==> src/rtl/load_store_unit.sv <==
// ---------------------------------------------------------------------------
// load_store_unit
//   Initiator side of the data-memory interface. Takes one load/store request
//   at a time from the core and drives a word-addressed memory with
//   combinational read data. Sub-word stores are done as read-modify-write.
//   Misaligned accesses and stores below RAM_BASE return an error response
//   and never touch memory.
//
// Configuration macro:
//   LSU_SUBWORD_EN  defined   : LH/LHU/LB/LBU/SH/SB supported
//                   undefined : only LW/SW; every other op returns an error
//
// Ports:
//   CLK, RST_n            clock (rising edge), async active-low reset
//   req_valid_i/ready_o   request handshake
//   req_op_i              0=LW 1=LH 2=LHU 3=LB 4=LBU 5=SW 6=SH 7=SB
//   req_addr_i            byte address
//   req_wdata_i           store data (low bits used for SH/SB)
//   resp_valid_o/ready_i  response handshake
//   resp_rdata_o          extended load result, 0 for stores and errors
//   resp_error_o          misaligned access or store into read-only region
//   Mem_Address_o         word-aligned address to memory
//   Mem_Write_Data_o      word to write
//   Mem_Write_Enable_o    one-cycle write strobe
//   Mem_Read_Data_i       combinational read data for Mem_Address_o
// ---------------------------------------------------------------------------
module load_store_unit #(
  parameter int          DATA_WIDTH = 32,
  parameter logic [31:0] RAM_BASE   = 32'h1001_0000
) (
  input  logic                  CLK,
  input  logic                  RST_n,
  input  logic                  req_valid_i,
  output logic                  req_ready_o,
  input  logic [2:0]            req_op_i,
  input  logic [31:0]           req_addr_i,
  input  logic [DATA_WIDTH-1:0] req_wdata_i,
  output logic                  resp_valid_o,
  input  logic                  resp_ready_i,
  output logic [DATA_WIDTH-1:0] resp_rdata_o,
  output logic                  resp_error_o,
  output logic [31:0]           Mem_Address_o,
  output logic [DATA_WIDTH-1:0] Mem_Write_Data_o,
  output logic                  Mem_Write_Enable_o,
  input  logic [DATA_WIDTH-1:0] Mem_Read_Data_i
);

  localparam logic [2:0] OP_LW  = 3'd0;
  localparam logic [2:0] OP_LH  = 3'd1;
  localparam logic [2:0] OP_LHU = 3'd2;
  localparam logic [2:0] OP_LB  = 3'd3;
  localparam logic [2:0] OP_LBU = 3'd4;
  localparam logic [2:0] OP_SW  = 3'd5;
  localparam logic [2:0] OP_SH  = 3'd6;
  localparam logic [2:0] OP_SB  = 3'd7;

  typedef enum logic [2:0] {
    IDLE   = 3'd0,
    RD     = 3'd1,
    RMW_RD = 3'd2,
    WR     = 3'd3,
    RESP   = 3'd4
  } state_t;

  state_t                state_q, state_d;
  logic [31:0]           mem_addr_q, mem_addr_d;
  logic [DATA_WIDTH-1:0] mem_wdata_q, mem_wdata_d;
  logic                  mem_we_q, mem_we_d;
  logic                  resp_valid_q, resp_valid_d;
  logic [DATA_WIDTH-1:0] resp_rdata_q, resp_rdata_d;
  logic                  resp_error_q, resp_error_d;

`ifdef LSU_SUBWORD_EN
  // Only the lane offset and the low half of the store data are needed
  // after accept; the word address lives in mem_addr_q.
  logic [2:0]  op_q, op_d;
  logic [1:0]  lane_q, lane_d;
  logic [15:0] wdata_q, wdata_d;

  function automatic logic [31:0] load_extend(input logic [2:0]  op,
                                              input logic [1:0]  lane,
                                              input logic [31:0] word);
    logic [7:0]  b;
    logic [15:0] h;
    case (lane)
      2'd0:    b = word[7:0];
      2'd1:    b = word[15:8];
      2'd2:    b = word[23:16];
      default: b = word[31:24];
    endcase
    h = lane[1] ? word[31:16] : word[15:0];
    case (op)
      OP_LH:   load_extend = {{16{h[15]}}, h};
      OP_LHU:  load_extend = {16'h0000, h};
      OP_LB:   load_extend = {{24{b[7]}}, b};
      OP_LBU:  load_extend = {24'h000000, b};
      default: load_extend = word;
    endcase
  endfunction

  function automatic logic [31:0] store_merge(input logic [2:0]  op,
                                              input logic [1:0]  lane,
                                              input logic [15:0] wd,
                                              input logic [31:0] word);
    logic [31:0] m;
    m = word;
    if (op == OP_SB) begin
      case (lane)
        2'd0:    m[7:0]   = wd[7:0];
        2'd1:    m[15:8]  = wd[7:0];
        2'd2:    m[23:16] = wd[7:0];
        default: m[31:24] = wd[7:0];
      endcase
    end else if (lane[1]) begin
      m[31:16] = wd;
    end else begin
      m[15:0] = wd;
    end
    store_merge = m;
  endfunction
`endif

  // Request classification, evaluated on the incoming request in IDLE.
  logic is_load, is_store, is_word, is_half, req_err;

  always_comb begin
    is_store = (req_op_i == OP_SW) || (req_op_i == OP_SH) || (req_op_i == OP_SB);
    is_load  = !is_store;
    is_word  = (req_op_i == OP_LW) || (req_op_i == OP_SW);
    is_half  = (req_op_i == OP_LH) || (req_op_i == OP_LHU) || (req_op_i == OP_SH);
    req_err  = (is_word && (req_addr_i[1:0] != 2'b00))
             || (is_half && req_addr_i[0])
             || (is_store && (req_addr_i < RAM_BASE));
`ifndef LSU_SUBWORD_EN
    req_err  = req_err || !is_word;
`endif
  end

  always_comb begin
    state_d      = state_q;
    mem_addr_d   = mem_addr_q;
    mem_wdata_d  = mem_wdata_q;
    mem_we_d     = 1'b0;
    resp_valid_d = 1'b0;
    resp_rdata_d = resp_rdata_q;
    resp_error_d = resp_error_q;
`ifdef LSU_SUBWORD_EN
    op_d         = op_q;
    lane_d       = lane_q;
    wdata_d      = wdata_q;
`endif
    case (state_q)
      IDLE: begin
        if (req_valid_i) begin
`ifdef LSU_SUBWORD_EN
          op_d    = req_op_i;
          lane_d  = req_addr_i[1:0];
          wdata_d = req_wdata_i[15:0];
`endif
          resp_rdata_d = '0;
          if (req_err) begin
            resp_error_d = 1'b1;
            resp_valid_d = 1'b1;
            state_d      = RESP;
          end else begin
            resp_error_d = 1'b0;
            mem_addr_d   = {req_addr_i[31:2], 2'b00};
            if (is_load) begin
              state_d = RD;
            end else if (req_op_i == OP_SW) begin
              mem_wdata_d = req_wdata_i;
              mem_we_d    = 1'b1;
              state_d     = WR;
            end else begin
              state_d = RMW_RD;
            end
          end
        end
      end
      RD: begin
`ifdef LSU_SUBWORD_EN
        resp_rdata_d = load_extend(op_q, lane_q, Mem_Read_Data_i);
`else
        resp_rdata_d = Mem_Read_Data_i;
`endif
        resp_valid_d = 1'b1;
        state_d      = RESP;
      end
`ifdef LSU_SUBWORD_EN
      RMW_RD: begin
        mem_wdata_d = store_merge(op_q, lane_q, wdata_q, Mem_Read_Data_i);
        mem_we_d    = 1'b1;
        state_d     = WR;
      end
`endif
      WR: begin
        resp_rdata_d = '0;
        resp_valid_d = 1'b1;
        state_d      = RESP;
      end
      RESP: begin
        if (resp_ready_i) begin
          state_d = IDLE;
        end else begin
          resp_valid_d = 1'b1;
        end
      end
      default: state_d = IDLE;
    endcase
  end

  always_ff @(posedge CLK or negedge RST_n) begin
    if (!RST_n) begin
      state_q      <= IDLE;
      mem_addr_q   <= '0;
      mem_wdata_q  <= '0;
      mem_we_q     <= 1'b0;
      resp_valid_q <= 1'b0;
      resp_rdata_q <= '0;
      resp_error_q <= 1'b0;
`ifdef LSU_SUBWORD_EN
      op_q         <= '0;
      lane_q       <= '0;
      wdata_q      <= '0;
`endif
    end else begin
      state_q      <= state_d;
      mem_addr_q   <= mem_addr_d;
      mem_wdata_q  <= mem_wdata_d;
      mem_we_q     <= mem_we_d;
      resp_valid_q <= resp_valid_d;
      resp_rdata_q <= resp_rdata_d;
      resp_error_q <= resp_error_d;
`ifdef LSU_SUBWORD_EN
      op_q         <= op_d;
      lane_q       <= lane_d;
      wdata_q      <= wdata_d;
`endif
    end
  end

  // Gated with RST_n so ready reads 0 while reset is held.
  assign req_ready_o        = (state_q == IDLE) && RST_n;
  assign resp_valid_o       = resp_valid_q;
  assign resp_rdata_o       = resp_rdata_q;
  assign resp_error_o       = resp_error_q;
  assign Mem_Address_o      = mem_addr_q;
  assign Mem_Write_Data_o   = mem_wdata_q;
  assign Mem_Write_Enable_o = mem_we_q;

endmodule

==> config.mk <==
export PLATFORM = sky130hd
export DESIGN_NAME = load_store_unit
export DESIGN_NICKNAME = d
export VERILOG_FILES = /design/src/rtl/load_store_unit.sv
export SDC_FILE = /design/constraint.sdc
export NUM_CORES = 1
export LEC_CHECK = 0
export ABC_AREA = 0
export BUFFER_PORTS_ARGS = -buffer_cell sky130_fd_sc_hd__buf_2
export CAP_MARGIN = 40
export CORE_MARGIN = 10
export CORE_UTILIZATION = 45
export CTS_CLUSTER_DIAMETER = 30
export DETAILED_ROUTE_END_ITERATION = 10
export PLACE_DENSITY = 0.9
export SYNTH_ARGS = -nofsm -noshare
export SYNTH_HDL_FRONTEND = slang
export SYNTH_SLANG_ARGS = --single-unit
==> constraint.sdc <==
create_clock -name CLK -period 2.1 [get_ports CLK]
set_input_delay 0.105 -clock CLK [delete_from_list [all_inputs] [get_ports CLK]]
set_output_delay 0.105 -clock CLK [all_outputs]
set_load 0.01 [all_outputs]
==> metrics, run 1 <==
status complete, no violations; Max Fclk around 480 MHz; internal reg-to-reg setup slack between 0.02 and 0.025 ns; endpoints failing hold 0; post-synth top area share 0.622; clk_lat worst skew 0.36 ns; Main synth FF type dfrtp_1; Yosys Warn Count 0; CTS Buffer Depth 2; kind of critical path reg -> reg; Iter 0 DRT Violations roughly 210; sequential fraction of design power 0.489; Net Sw Frac 0.274; Clk pin slew, worst setup/hold paths ~0.10 ns; RePlAce Congestion about 0.77; Psw 1.29 mW; leading area contributor after synthesis dfrtp_1; Power Internal 3.42 mW; Seq/Total Area, Yosys 0.622; top cells by area, synth dfrtp_1, mux2_4, a22o_1; total grt overflow 0; initial core utilization 0.462; CP startpoint kind flip-flop; drt wl/cell 20.3 microns; period utilization 0.988; CTS Buf Count 9; most common cell after layout, fill and taps aside buf_2; final setup fails 0; Final ANT Viol Nets 0; number of flops mapped to enable cells by yosys 0; CTS tree yes; VDD IR max 455 uV; Syn-to-layout area delta 57.4%; Setup Skew about 0.012 ns; Mapped Cells roughly 240; worst-margin pin slew between 0.5 and 0.6 ns; via count ~3300; Sink Count 100; setup TNS 0 ns; total power draw around 4.7 mW; Leak between 3 and 4 nW; IO Port Bufs 200; # fillers ~570; Total Routing Usage GR 0.198; number of synthesized register bits 100; synthesized area between 4000 and 5000 sq um; Clock Root Buffer clkbuf_8; # Max-Cap Violations 0; Clk pwr share 0.273; number of remaining DRC errors 0; critical path capture point type flip-flop; row count 34; synthesized area per cell about 17 sq um; area of the die between 10000 and 15000 sq um; commonest cells after routing, fill and taps aside buf_2, dfrtp_1, dlygate4sd3_1; relative slew slack 0.658; largest net degree at the start of global routing approximately 100; hpwl dp roughly 8500 microns; CP Data Required Time 2.34 ns; HP Class in -> reg; RSZ-0062 raised after global routing yes; first-pass GRT wire length 20300 microns; final wirelength between 10000 and 15000 microns; initial antenna violation count 2; Slew Limit Fails 0; crit path max fanout 32; DR pass1 iterations 4; Nets 641; Yosys cell types 29; # IOs between 200 and 250; asr flop ratio synth 1.00; Clock H-tree levels 3; Final min period a little over 2 ns; P per Cell Area 743 nW/um^2; core area around 8700 sq um; share of layout cells above drive strength 1 0.545; Die Wd ~110 microns; die height approximately 110 microns; DR vias/cell ~5; vias in the first global route 3781; Logic pwr share 0.238; critical path arrival between 2 and 2.5 ns
==> repair_timing <==
item | CTS | global route
hold buffers | 94 | 0
hold endpoints to repair | 193 | 0
gates resized for setup | 0 | 0
setup buffers | 0 | 1
endpoints found under the setup margin | 0 | 28
==> cells in the mapped netlist, drive strengths merged, types with 2 or more instances <==
cell    number
dfrtp      100
buf          8
and2         2
inv          2
a21bo        2
clkbuf       6
or4          4
mux2        62
a22o        32
nor3         3
a21oi        2
==> final timing paths <==
path,startpoint,cells after the start,end
max in group asynchronous,RST_n,3,resp_rdata_o[27]
min in group asynchronous,RST_n,3,resp_rdata_o[9]
setup / recovery,state_q[2],5,Mem_Write_Data_o[30]
setup reg to reg,state_q[2],5,Mem_Write_Data_o[30]
hold reg to reg,resp_rdata_o[7],1,resp_rdata_o[7]
hold / removal,req_addr_i[28],2,Mem_Address_o[28]
==> sequential cells by signal, indices dropped and copies added (netlist names) <==
name                flops
Mem_Write_Data_o       32
resp_rdata_o           32
Mem_Address_o          30
state_q                 3
Mem_Write_Enable_o      1
resp_error_o            1
resp_valid_o            1
==> cell families after synthesis <==
| logic type | count (synthesis) | synth area share |
|---|---|---|
| flip-flops | 100 | 0.622 |
| XOR/XNOR | 1 | 0.00218 |
| AO/OA/AOI/OAI | 42 | 0.0973 |
| other | 1 | 0.000932 |
| multiplexers | 62 | 0.222 |
| AND/OR/NAND/NOR | 16 | 0.0280 |
| buffers and inverters | 16 | 0.0280 |
==> final cells by class <==
type                    instances  area [sq um]  share of cell area
flip-flops and latches        100          2500               0.395
repair buffers                302          2040               0.322
multi-input cells             123          1430               0.226
clock buffers                  11           151              0.0239
well taps                     108           135              0.0213
clock inverters                 5          60.1             0.00948
inverters                       2          7.51             0.00118
diodes                          3          7.51             0.00118
==> routing by layer <==
metal	up-vias	track usage	share of wire
li1	1475	-	-
met1	1616	0.201	0.36
met2	156	0.359	0.54
met3	24	0.0645	0.078
met4	0	0.0860	0.026
met5	-	0	0
==> through the flow <==
stage / area (sq um) / cells / utilization / hold slack [ns] / setup slack, ns
floorplan: 4030 / 239 / - / -0.191 / 0.187
global placement: 5170 / 540 / 0.593 / 0.231 / 0.115
detailed placement: 5170 / 540 / 0.593 / 0.242 / 0.0572
CTS: 6320 / 650 / 0.725 / 0.00894 / 0.0125
global route: 6330 / 653 / 0.726 / 0.0109 / -0.0287
finish: 6340 / 654 / 0.727 / 0.0287 / 0.0247
==> critical path: stages (launching register included) <==
cell and delay, ns:
dfrtp_1 0.42, nor3_1 0.25, nand2_1 0.19, a2111oi_4 0.42, buf_12 0.30, mux2_2 0.38
==> power by group through the flow <==
stage               registers (mW)  logic (mW)  clock network [mW]
finish                        2.30        1.12                1.29
CTS                           2.30        1.12                1.34
detailed placement            2.33       0.981                   0
global route                  2.33        1.20                1.39
floorplan                     2.44       0.371                   0
global placement              2.32       0.947                   0
No activity file was read; power rests on OpenSTA's default activity.
==> run 2, diff against run 1 <==
==> config.mk (replaced) <==
export PLATFORM = sky130hd
export DESIGN_NAME = load_store_unit
export DESIGN_NICKNAME = d
export VERILOG_FILES = /design/src/rtl/load_store_unit.sv
export SDC_FILE = /design/constraint.sdc
export NUM_CORES = 1
export LEC_CHECK = 0
export ABC_AREA = 1
export BUFFER_PORTS_ARGS = -buffer_cell sky130_fd_sc_hd__clkbuf_2
export CAP_MARGIN = 10
export CORE_MARGIN = 10
export CORE_UTILIZATION = 46
export CTS_CLUSTER_DIAMETER = 30
export DETAILED_ROUTE_END_ITERATION = 10
export PLACE_DENSITY = 0.91
export SYNTH_ARGS = -nofsm -noshare
export SYNTH_HDL_FRONTEND = slang
export SYNTH_SLANG_ARGS = --single-unit
==> run 2 against run 1 <==
Clock power decreased by 7%. Setup slack better by 0.23 ns. Clock-buffer cell count shrank 1.
==> metrics, run 2 <==
status complete, no violations (unchanged); Yosys Warn Count 0 (unchanged); CP Data Required Time 2.32 ns (was 2.34 ns); # Max-Cap Violations 0 (unchanged); Final min period 1.85 ns (was 2.08 ns); hpwl dp 9180 microns (was 8490 microns); P per Cell Area 780 nW/um^2 (was 743 nW/um^2); number of flops mapped to enable cells by yosys 0 (unchanged); Slew Limit Fails 0 (unchanged); DR pass1 iterations 4 (unchanged); worst hold path endpoint Mem_Write_Data_o[10] (was Mem_Address_o[28]); Clock Root Buffer clkbuf_8 (unchanged); CP most frequent cell nand2_1; share of layout cells above drive strength 1 0.307 (was 0.545); critical path arrival 2.06 ns (was 2.31 ns); die height 114 microns (was 115 microns); Area after DPL 5140 sq um (was 5170 sq um); initial antenna violation count 4 (was 2); via count 4093 (was 3271); Total Routing Usage GR 0.209 (was 0.198); initial core utilization 0.470 (was 0.462); synthesized area 4060 sq um (was 4030 sq um); period utilization 0.880 (was 0.988); asr flop ratio synth 1.00 (unchanged); number of remaining DRC errors 0 (unchanged); row count 34 (unchanged); CTS Buffer Depth 2 (unchanged); clk_lat worst skew 0.35 ns (was 0.36 ns); Clk pin slew, worst setup/hold paths 0.09 ns (was 0.10 ns); WHS 0.00715 ns (was 0.0287 ns); Nets 827 (was 641); vias in the first global route 4471 (was 3781); crit path max fanout 59 (was 32); relative slew slack 0.648 (was 0.658); post-synth top area share 0.616 (was 0.622); IO Port Bufs 200 (unchanged); first-pass GRT wire length 22100 microns (was 20300 microns); Die Wd 114 microns (was 115 microns); Slowest cell on crit path dlygate4sd3_1 (was dfrtp_1); CP startpoint kind primary input (was flip-flop); Power Internal 3.30 mW (was 3.42 mW); Net Sw Frac 0.304 (was 0.274); reg2reg path depth 7 (was 5); Max Fclk 541 MHz (was 482 MHz); Multi-input gate area 1110 sq um (was 1430 sq um); Setup WS post-layout 0.251 ns (was 0.0247 ns); worst r2r src state_q[0] (was state_q[2]); most frequent cell after synthesis nand2_1 (was dfrtp_1); drt wl/cell 16.6 microns (was 20.3 microns); leading area contributor after synthesis dfrtp_1 (unchanged); Resized cells post-CTS 0 (unchanged); Leak 3.55 nW (was 3.37 nW); number of synthesized register bits 100 (unchanged); Reg-to-Reg End Mem_Write_Data_o[29] (was Mem_Write_Data_o[30]); CTS Buf Count 9 (unchanged); Seq/Total Area, Yosys 0.616 (was 0.622); Setup Skew 0.0136 ns (was 0.0119 ns); VDD IR max 467 uV (was 455 uV); Clock H-tree levels 3 (unchanged); cell-by-cell trace of the critical path dlygate4sd3_1 -> clkbuf_2 -> nor2_1 -> nand2_1 -> nor2_1 -> nand2_1 -> nand2_1 -> nand4_1 -> buf_12 -> nand2_1 -> o21ai_1 (was nor3_1 -> nand2_1 -> a2111oi_4 -> buf_12 -> mux2_2); core area 8640 sq um (was 8720 sq um); RePlAce Congestion 0.786 (was 0.767); Post-Place Worst Slack 0.307 ns (was 0.0572 ns); endpoints failing hold 0 (unchanged); area of the die 13000 sq um (was 13100 sq um); largest net degree at the start of global routing 101 (unchanged); Mapped Cells 455 (was 238); synthesized area per cell 8.92 sq um (was 16.9 sq um); # IOs 203 (unchanged); final non-filler cell area 6080 sq um (was 6340 sq um); total grt overflow 0 (unchanged); # fillers 639 (was 567); Syn-to-layout area delta 49.7% (was 57.4%); register area 2500 sq um (unchanged); final wirelength 14000 microns (was 13300 microns); kind of critical path in -> reg (was reg -> reg); Max stage delay on crit path 0.56 ns (was 0.42 ns); HP Class in -> reg (unchanged); Logic pwr share 0.240 (was 0.238); internal reg-to-reg setup slack 0.27 ns (was 0.02 ns); hold_sp req_wdata_i[10] (was req_addr_i[28]); Psw 1.44 mW (was 1.29 mW); worst hold path depth 3 (was 2); final setup fails 0 (unchanged); most common cell after layout, fill and taps aside clkbuf_2 (was buf_2); commonest cells after routing, fill and taps aside clkbuf_2, nand2_1, dfrtp_1 (was buf_2, dfrtp_1, dlygate4sd3_1); top cells by area, synth dfrtp_1, nand2_1, inv_1 (was dfrtp_1, mux2_4, a22o_1); worst-margin pin slew 0.528 ns (was 0.513 ns); setup TNS 0 ns (unchanged); Main synth FF type dfrtp_1 (unchanged); Clk pwr share 0.253 (was 0.273); CTS tree yes (unchanged); Yosys cell types 20 (was 29); sequential fraction of design power 0.507 (was 0.489); Sink Count 100 (unchanged); Final ANT Viol Nets 0 (unchanged); RSZ-0062 raised after global routing no (was yes); DR vias/cell 4.88 (was 5.00); critical path capture point type flip-flop (unchanged); Iter 0 DRT Violations 302 (was 213); Synth top cells by count nand2_1, dfrtp_1, inv_1, o21ai_0, nand3_1 (was dfrtp_1, mux2_4, a22o_1, mux2_2)
[run 2: cell types whose count changed after synthesis, moves of 6 or more]
cell and change:
nand2_1 +115, inv_1 +80, mux2_4 -52, o21ai_0 +47
nand3_1 +38, a22o_1 -32, o21ai_1 +29, mux2_2 -10
nor2_1 +9, clkbuf_1 +6
[run 2: worst max-delay path: cells and delay by family]
family	cells	cell delay (ns)
AND/OR/NAND/NOR	7	0.85
buffers and inverters	3	1.02
AO/OA/AOI/OAI	1	0.08
[run 2: power groups by stage]
stage | logic (mW) | registers, mW | clock network [mW]
global route | 1.26 | 2.44 | 1.31
finish | 1.14 | 2.41 | 1.20
floorplan | 0.314 | 2.55 | 0
detailed placement | 1.03 | 2.43 | 0
CTS | 1.13 | 2.40 | 1.22
global placement | 0.980 | 2.41 | 0
[run 2: worst max path at each step]
stage	start	endpoint	slack, ns	depth (start not counted)
final	req_addr_i[25]	Mem_Write_Data_o[29]	0.25	11
after global routing	req_addr_i[24]	Mem_Write_Data_o[31]	0.11	11
after CTS	state_q[0]	Mem_Write_Data_o[10]	0.29	7
after detailed placement	state_q[0]	Mem_Write_Data_o[20]	0.31	7
after global placement	state_q[1]	Mem_Write_Data_o[24]	0.44	7
after floorplan	state_q[0]	Mem_Write_Data_o[24]	0.73	8
[run 2: area by class of cell]
class / count / area share
clock inverters: 4 / 0.00844
clock buffers: 10 / 0.0226
multi-input cells: 250 / 0.183
repair buffers: 280 / 0.299
well taps: 108 / 0.0222
flip-flops and latches: 100 / 0.412
diodes: 4 / 0.00165
inverters: 83 / 0.0513
[run 2: metrics by stage]
stage	utilization	power [mW]	instances
2_1_floorplan	-	2.86	456
3_3_place_gp	0.595	3.39	747
3_5_place_dp	0.595	3.45	747
4_1_cts	0.701	4.75	834
5_1_grt	0.704	5.01	839
6_report	0.704	4.74	839
[run 2: timing repair]
item / 4_1_cts / 5_1_grt
hold buffers: 73 / 1
setup buffers: 0 / 0
hold endpoints to repair: 172 / 1
[run 2: cell families (layout without fill, tap and decap cells)]
logic type	after synthesis	count (layout)	share of synthesized area
simple gates	169	169	0.174
buf+inv	106	377	0.110
xor+xnor	1	1	0.00216
compound gates	78	78	0.0961
other cells	1	6	0.000924
flops	100	100	0.616
[run 2: layer usage]
layer	part of all wire	wire, microns	track usage
met1	0.34	4680	0.207
met2	0.54	7500	0.381
met3	0.092	1280	0.0730
met4	0.035	493	0.100
met5	0	0	0
==> run 3, diff against run 2 <==
--- a/config.mk
+++ b/config.mk
@@ -7,12 +7,11 @@
 export LEC_CHECK = 0
 export ABC_AREA = 1
 export BUFFER_PORTS_ARGS = -buffer_cell sky130_fd_sc_hd__clkbuf_2
-export CAP_MARGIN = 10
 export CORE_MARGIN = 10
-export CORE_UTILIZATION = 46
+export CORE_UTILIZATION = 41
 export CTS_CLUSTER_DIAMETER = 30
 export DETAILED_ROUTE_END_ITERATION = 10
-export PLACE_DENSITY = 0.91
+export PLACE_DENSITY = 0.87
 export SYNTH_ARGS = -nofsm -noshare
 export SYNTH_HDL_FRONTEND = slang
 export SYNTH_SLANG_ARGS = --single-unit
==> constraint.sdc (replaced) <==
create_clock -name CLK -period 1.6 [get_ports CLK]
set_input_delay 0.08 -clock CLK [delete_from_list [all_inputs] [get_ports CLK]]
set_output_delay 0.08 -clock CLK [all_outputs]
set_load 0.01 [all_outputs]
==> run 3 against run 2 <==
Utilization fell by 4.7 points. Clock power rose by 53%. Total power rose by 37%. Critical endpoint is now Mem_Address_o[21]. Highest routed layer unchanged. First-iteration DRC count rose by 32%. Register-to-register slack got worse by 0.12 ns.
==> metrics, run 3 (synthesis gave the netlist of run 2 again) <==
Sink Count 100 (unchanged); final wirelength 13700 microns (was 14000 microns); RSZ-0062 raised after global routing yes (was no); CP Data Required Time 1.87 ns (was 2.32 ns); core area 9730 sq um (was 8640 sq um); area of the die 14300 sq um (was 13000 sq um); Setup WS post-layout 0.0626 ns (was 0.251 ns); internal reg-to-reg setup slack 0.15 ns (was 0.27 ns); P per Cell Area 1020 nW/um^2 (was 780 nW/um^2); kind of critical path in -> reg (unchanged); Slowest cell on crit path dlygate4sd3_1 (unchanged); Clock H-tree levels 3 (unchanged); final setup fails 0 (unchanged); Max Fclk 650 MHz; # IOs 203 (unchanged); CTS Buffer Depth 2 (unchanged); hpwl dp 8790 microns (was 9180 microns); Slew Limit Fails 0 (unchanged); initial core utilization 0.417 (was 0.470); VDD IR max 647 uV (was 467 uV); commonest cells after routing, fill and taps aside clkbuf_2, nand2_1, dfrtp_1 (unchanged); number of remaining DRC errors 0 (unchanged); Area after DPL 5200 sq um (was 5140 sq um); Post-CTS Setup Bufs 0 (unchanged); RePlAce Congestion 0.777 (was 0.786); share of layout cells above drive strength 1 0.305 (was 0.307); # Max-Cap Violations 0 (unchanged); Nets 849 (was 827); WHS 0.0295 ns (was 0.00715 ns); drt wl/cell 15.5 microns (was 16.6 microns); HP Class in -> reg (unchanged); # fillers 779 (was 639); DR pass1 iterations 4 (unchanged); total power draw 6.51 mW (was 4.74 mW); Syn-to-layout area delta 57.4% (was 49.7%); Final ANT Viol Nets 0 (unchanged); Total Routing Usage GR 0.188 (was 0.209); crit path max fanout 24 (was 59); endpoints failing hold 0 (unchanged); CTS tree yes (unchanged); DR vias/cell 4.61 (was 4.88); critical path arrival 1.80 ns (was 2.06 ns); Die Wd 120 microns (was 114 microns); critical path capture point type flip-flop (unchanged); CP startpoint kind primary input (unchanged); Max stage delay on crit path 0.54 ns (was 0.56 ns); cell-by-cell trace of the critical path dlygate4sd3_1 -> clkbuf_2 -> nor2_1 -> nand2_1 -> nor2_1 -> nand2_1 -> nand3_1 -> nand3_2 -> buf_6 -> o21ai_0 (was dlygate4sd3_1 -> clkbuf_2 -> nor2_1 -> nand2_1 -> nor2_1 -> nand2_1 -> nand2_1 -> nand4_1 -> buf_12 -> nand2_1 -> o21ai_1); Clk pin slew, worst setup/hold paths 0.10 ns (was 0.09 ns); Post-Place Worst Slack 0.138 ns (was 0.307 ns); Setup Skew 0.0142 ns (was 0.0136 ns); total grt overflow 0 (unchanged); IO Port Bufs 200 (unchanged); most common cell after layout, fill and taps aside clkbuf_2 (unchanged); period utilization 0.961; Iter 0 DRT Violations 399 (was 302); row count 36 (was 34); Clock Root Buffer clkbuf_8 (unchanged); final non-filler cell area 6390 sq um (was 6080 sq um); Leak 3.67 nW (was 3.55 nW); Final min period 1.54 ns; die height 120 microns (was 114 microns); first-pass GRT wire length 21800 microns (was 22100 microns); clk_lat worst skew 0.36 ns (was 0.35 ns); largest net degree at the start of global routing 79 (was 101); via count 4087 (was 4093); status complete, no violations (unchanged); CTS Buf Count 9 (unchanged); vias in the first global route 4255 (was 4471); initial antenna violation count 2 (was 4)
[run 3: cell types whose count changed in the layout (fill, tap and decap cells not counted), moves of 2 or more]
cell / delta
dlygate4sd3_1: +20
inv_6: +2
o21ai_0: -2
o21ai_1: +2
[run 3: area by class of cell]
| class | count | area, sq um | area share |
|---|---|---|---|
| timing repair buffer | 302 | 2050 | 0.320 |
| multi-input combinational | 250 | 1120 | 0.175 |
| sequential | 100 | 2500 | 0.392 |
| clock buffer | 10 | 138 | 0.0215 |
| inverter | 83 | 314 | 0.0491 |
| antenna | 3 | 7.51 | 0.00117 |
| tap | 133 | 166 | 0.0260 |
| clock inverter | 6 | 95.1 | 0.0149 |
[run 3: report_power, final]
part / internal [mW] / total, mW / switching [mW] / leakage (nW)
Clock: 0.942 / 1.84 / 0.901 / 0.117
Sequential: 2.91 / 3.14 / 0.230 / 1.34
Combinational: 0.700 / 1.52 / 0.820 / 2.21
Total: 4.56 / 6.51 / 1.95 / 3.67
[run 3: repair_timing]
| item | 4_1_cts | 5_1_grt |
|---|---|---|
| endpoints found under the setup margin | 0 | 47 |
| resized for setup | 0 | 7 |
| hold buffers | 94 | 0 |
| endpoints found under the hold margin | 115 | 0 |
[run 3: path summary, 6_finish.rpt]
| path | end | start | cells past startpoint |
|---|---|---|---|
| worst min-delay path | state_q[2] | resp_ready_i | 4 |
| min in group asynchronous | Mem_Address_o[17] | RST_n | 2 |
| worst max register to register | Mem_Write_Data_o[19] | state_q[2] | 7 |
| worst min register to register | Mem_Address_o[27] | Mem_Address_o[27] | 2 |
| worst max-delay path | Mem_Address_o[21] | req_addr_i[24] | 10 |
| max in group asynchronous | resp_valid_o | RST_n | 3 |
[run 3: stage by stage]
step	std cells	setup TNS, ns	util
after floorplan	456	0	-
after global placement	774	0	0.534
after detailed placement	774	0	0.534
after CTS	884	0	0.655
after global routing	886	-0.0403	0.657
final	887	0	0.657
[run 3: worst max-delay path, delay by kind of cell]
family	cells	cell delay [ns]
buffers and inverters	3	0.88
AOI/OAI and AO/OA	1	0.19
and+or+nand+nor	6	0.65
[run 3: layer usage]
layer	wire (microns)	part of all wire	GRT usage	up-vias
met5	0	0	0	-
met4	475	0.035	0.0920	0
met3	1030	0.075	0.0652	37
met2	7080	0.52	0.329	187
met1	5160	0.38	0.197	1886
li1	-	-	-	1977
